===== src/rtl/div_radix2.sv =====
// Multi-cycle radix-2 restoring divider for MIPS DIV/DIVU.
// Produces {HI=remainder, LO=quotient} and the pipeline freeze request div_stall.
module div_radix2 #(
  parameter int WIDTH = 32
) (
  input  logic               clk,
  input  logic               rst,
  input  logic               start,
  input  logic               signed_div,
  input  logic [WIDTH-1:0]   a,
  input  logic [WIDTH-1:0]   b,
  input  logic               annul,
  input  logic               hold,
  output logic [2*WIDTH-1:0] result,
  output logic               ready,
  output logic               div_stall
);

  // state | meaning
  // IDLE  | waiting for an accepted start
  // BUSY  | one quotient bit per cycle, MSB first, WIDTH cycles
  // DONE  | result valid for the instruction in E; held while hold=1
  typedef enum logic [1:0] {IDLE, BUSY, DONE} state_t;

  localparam int CW = $clog2(WIDTH);

  state_t           state, state_d;
  logic [CW-1:0]    cnt;
  logic [WIDTH-1:0] dvd, dvs, rem;
  logic             q_neg, r_neg, div0;
  logic             accept, finish;

  logic [WIDTH:0]   rem_shift;
  logic             take;
  logic [WIDTH-1:0] rem_step, q_step, q_fix, r_fix, a_abs, b_abs;

  // dvd doubles as the quotient shift register: dividend bits leave at the top
  // while quotient bits enter at the bottom.
  always_comb begin
    rem_shift = {rem, dvd[WIDTH-1]};
    take      = rem_shift >= {1'b0, dvs};
    rem_step  = take ? (rem_shift[WIDTH-1:0] - dvs) : rem_shift[WIDTH-1:0];
    q_step    = {dvd[WIDTH-2:0], take};
    q_fix     = div0 ? '1 : (q_neg ? -q_step : q_step);
    r_fix     = r_neg ? -rem_step : rem_step;
    a_abs     = (signed_div && a[WIDTH-1]) ? -a : a;
    b_abs     = (signed_div && b[WIDTH-1]) ? -b : b;
  end

  always_ff @(posedge clk) begin
    if (rst) state <= IDLE;
    else     state <= state_d;
  end

  always_comb begin
    state_d   = state;
    div_stall = 1'b0;
    ready     = 1'b0;
    accept    = 1'b0;
    finish    = 1'b0;
    case (state)
      IDLE: begin
        if (start && !annul) begin
          accept    = 1'b1;
          div_stall = 1'b1;
          state_d   = BUSY;
        end
      end
      BUSY: begin
        div_stall = 1'b1;
        if (annul) begin
          state_d = IDLE;
        end else if (cnt == CW'(WIDTH - 1)) begin
          finish  = 1'b1;
          state_d = DONE;
        end
      end
      DONE: begin
        if (annul) begin
          state_d = IDLE;
        end else begin
          ready = 1'b1;
          if (!hold) state_d = IDLE;
        end
      end
      default: state_d = IDLE;
    endcase
  end

  // Divide-by-zero falls out of the loop with rem=|a|, so only LO needs forcing.
  always_ff @(posedge clk) begin
    if (rst) begin
      dvd    <= '0;
      dvs    <= '0;
      rem    <= '0;
      cnt    <= '0;
      q_neg  <= 1'b0;
      r_neg  <= 1'b0;
      div0   <= 1'b0;
      result <= '0;
    end else if (accept) begin
      dvd    <= a_abs;
      dvs    <= b_abs;
      rem    <= '0;
      cnt    <= '0;
      q_neg  <= signed_div & (a[WIDTH-1] ^ b[WIDTH-1]);
      r_neg  <= signed_div & a[WIDTH-1];
      div0   <= (b == '0);
    end else if (state == BUSY && !annul) begin
      dvd <= q_step;
      rem <= rem_step;
      cnt <= cnt + CW'(1);
      if (finish) result <= {r_fix, q_fix};
    end
  end

endmodule


===== config.mk =====
export PLATFORM = sky130hd
export DESIGN_NAME = div_radix2
export DESIGN_NICKNAME = d
export VERILOG_FILES = /design/src/rtl/div_radix2.sv
export SDC_FILE = /design/constraint.sdc
export NUM_CORES = 1
export LEC_CHECK = 0
export ABC_AREA = 1
export CORE_ASPECT_RATIO = 0.75
export CORE_MARGIN = 4
export CORE_UTILIZATION = 30
export CTS_CLUSTER_DIAMETER = 40
export DETAILED_ROUTE_END_ITERATION = 6
export PLACE_DENSITY = 0.52
export SLEW_MARGIN = 20
export SYNTH_ARGS = -nofsm -noshare
export SYNTH_HDL_FRONTEND = slang
export SYNTH_SLANG_ARGS = --single-unit

===== constraint.sdc =====
create_clock -name clk -period 3.9 [get_ports clk]
set_clock_uncertainty 0.1 [all_clocks]
set_input_delay 0.585 -clock clk [delete_from_list [all_inputs] [get_ports clk]]
set_output_delay 0.585 -clock clk [all_outputs]
set_load 0.01 [all_outputs]

==> summary.txt <==
Outcome
  – Outcome: completed

Critical path
  – FF-to-FF Start: dvs[30]$_SDFFE_PP0P_
  – Arr. time, crit path: 3.97 ns
  – Family with the most delay on the worst path: simple AND/OR/NAND/NOR gates
  – CP max-delay cell: ha_2
  – Crit-path max FO: 5
  – Worst setup SP type: flip-flop
  – Worst Path Buf+Inv: 5
  – Cell mode on critical path: inv_1
  – Req. time, crit path: 4.14 ns
  – R2r setup slk: 0.18 ns
  – Slowest stage delay, CP: 0.32 ns
  – CP Capture Type: flip-flop
  – FF-to-FF End: result[30]$_SDFFE_PP0P_
  – CP Depth: 26
  – R2R cell count: 26
  – Critical path class: reg2reg

Die
  – Die H: 183 um
  – Initial core utilization: 0.307
  – Row count: 63
  – Chip width: 241 um
  – CORE AREA: 0.0399 mm2
  – DIE AREA: 0.0441 mm2
  – Num ports: 136

CTS
  – CTS Root Cell: clkbuf_16
  – CTS clock-pin slew for the worst setup and hold paths: 0.07 ns
  – Clk_lat worst skew: 0.46 ns
  – H-tree depth: 4
  – Clk buf depth: 2
  – CTS tree: yes
  – Hold_buf cts: 0
  – Clock sink count: 170
  – TritonCTS Buffers: 17

Synthesis
  – Post-synth EDFFs: 0
  – Syn_nets: 2,090
  – Mean Syn Cell Area: 6.17 um2
  – Unique cell type count in the Yosys netlist: 53
  – Syn. warnings: 0
  – Dominant synthesized flop cell: dfxtp_1
  – Mapped Area: 0.0122 mm2
  – Ys async rst share: 0
  – Sequential element share of the synthesized area: 0.278
  – Synth Instances: 1,981
  – Yosys reg bits: 170

STA
  – Worst-margin pin slew: 0.782 ns
  – Slew Limit Headroom: 0.478
  – Hold slack final: 0.374 ns
  – Final min period: 3.72 ns
  – Fin worst setup slack: 0.176 ns
  – RSZ-0062 raised after global routing: yes
  – Final Max Slew Viols: 0
  – Fmax: 269 MHz
  – Setup_tns: 0 ns
  – Final Hold Viols: 0
  – Final Cycle Share: 0.955
  – Final setup fails: 0

Route
  – DRC Markers: 0
  – Via count: 13,700
  – DR vias/cell: 5.04
  – Iter 0 DRT Violations: 1,253
  – Routed wire per std cell: 18.7 um
  – Total Wirelength: 50,800 um
  – Routed Antenna Nets: 0
  – First-pass DRT Iterations: 5

Placed design
  – Place WS: -0.0348 ns
  – Placed Instance Area: 0.0148 mm2
  – IO buf count: 135
  – Placer Congestion: 0.975
  – HPWL Detailed: 39,900 um

Global route
  – Total gr overflow: 0
  – Vias in the first global route: 12,700
  – Pin count of the biggest net entering global routing: 92
  – Antenna violations before repair: 0
  – Overall routing resource usage: 0.225
  – First-pass GRT wire length: 76,300 um

Power and ir drop
  – Pleak: 7.33 nW
  – PD cells: 411 mW/mm2
  – Peak VDD IR: 0.346 mV

Job
  – Max Cap Violations: 0

Cells and area
  – Share of post-route cells with drive strength above 1: 0.145
  – Number of nets in the layout: 2,289
  – Design area: 0.0160 mm2
  – P&R area growth vs syn: 30.8%
  – Inserted Diodes: 0
  – Final Util: 0.401

Hold path
  – Worst hold path type: reg2reg
  – Worst Hold End: cnt[4]$_SDFFE_PP0P_
  – Hold_sp: cnt[4]$_SDFFE_PP0P_
  – WHS Path Cells: 2
## metrics by stage
stage,power (mW),std cells
after floorplan,3.57,1981
after global placement,4.62,2675
after detailed placement,4.62,2675
after CTS,6.42,2707
after global routing,6.96,2713
final,6.57,2713
## flip-flops by register name, summed over array words and instances (netlist names)
name and flops:
rem 32, q_neg 1, state 2, div0 1
dvd 32, dvs 32, result 64, cnt 5
r_neg 1
## cell usage in the layout, fill, tap and decap left out, types with 4 or more instances in the layout
cell type,n
o21ai_0,138
ha_4,28
o211ai_1,27
nor3_2,4
nand3b_1,6
buf_4,118
inv_2,21
o31ai_1,4
nand3_2,7
inv_1,275
dfxtp_1,159
clkdlybuf4s50_1,134
xor2_1,55
ha_1,7
o21bai_1,10
nand2_1,472
nand2_2,28
xnor2_1,18
or2_2,5
nor3_1,29
o221ai_1,13
o32ai_1,4
nand4_1,20
nor2_1,208
clkbuf_16,17
o22ai_1,24
a21oi_1,109
nand2_4,7
nor2_4,6
nor4_1,8
o21ai_2,5
o21ai_1,9
a31oi_1,25
nor2_2,19
a21oi_2,9
clkinvlp_4,4
nand3_1,104
dfxtp_2,10
## where the power goes
| group | internal, mW | leakage [nW] | switching (mW) |
|---|---|---|---|
| clock | 0.985 | 0.280 | 0.809 |
| sequential | 1.79 | 1.39 | 0.0596 |
| combinational | 1.00 | 5.66 | 1.92 |
| total | 3.78 | 7.33 | 2.79 |
## worst min-delay path, delay by kind of cell, from the launching register on
family,cells,cell delay (ns)
flip-flops,1,0.32
AND/OR/NAND/NOR,1,0.06
AO/OA/AOI/OAI,1,0.05
## final cells by class
cell class / count / area [um2]
Inverter: 300 / 1130
Timing Repair Buffer: 256 / 2280
Tap cell: 520 / 651
Fill cell: 4280 / 23900
Sequential cell: 170 / 3420
Clock inverter: 12 / 139
Multi-Input combinational cell: 1435 / 7920
Clock buffer: 20 / 457
## worst max path at each step
stage | slack [ns] | endpoint | startpoint
6_report | 0.18 | result[30]$_SDFFE_PP0P_ | dvs[30]$_SDFFE_PP0P_
5_1_grt | -0.08 | result[30]$_SDFFE_PP0P_ | dvs[19]$_SDFFE_PP0P_
4_1_cts | 0.009 | result[30]$_SDFFE_PP0P_ | dvs[16]$_SDFFE_PP0P_
3_5_place_dp | -0.03 | result[30]$_SDFFE_PP0P_ | rem[25]$_SDFFE_PP0P_
3_3_place_gp | -0.09 | result[30]$_SDFFE_PP0P_ | rem[25]$_SDFFE_PP0P_
2_1_floorplan | 0.004 | result[30]$_SDFFE_PP0P_ | dvs[6]$_SDFFE_PP0P_
## cells in the mapped netlist (27+ instances only)
cell type    n  area share
clkbuf_1    60       0.018
ha_1        38       0.039
nand2_1    493        0.15
nor3_1      31       0.013
a21oi_1    119       0.049
o21ai_0    140       0.057
inv_1      291       0.089
nor2_1     218       0.067
o211ai_1    27       0.017
dfxtp_1    170        0.28
nand3_1    107       0.044
xor2_1      55       0.039
## metal layers
layer / GRT usage / up-vias / share of wire / routed length (um)
met3: 0.0591 / 49 / 0.087 / 4400
met2: 0.316 / 454 / 0.40 / 20600
li1: - / 6820 / - / -
met1: 0.342 / 6348 / 0.49 / 24900
met4: 0.0493 / 0 / 0.019 / 940
met5: 0 / - / 0 / 0
## what timing repair did
action	4_1_cts	5_1_grt
resized for setup	2	118
setup buffers	0	6
gates cloned	0	0
endpoints found under the setup margin	2	30
pin swaps	0	17
## cell families (layout without fill, tap and decap cells)
group	Yosys count	after routing	synth area share
buf+inv	376	588	0.120
flops	170	170	0.278
fa+ha+maj	39	39	0.0405
simple gates	932	932	0.324
xor+xnor	73	73	0.0523
compound gates	391	391	0.185
Power figures use the tool's default switching activity.
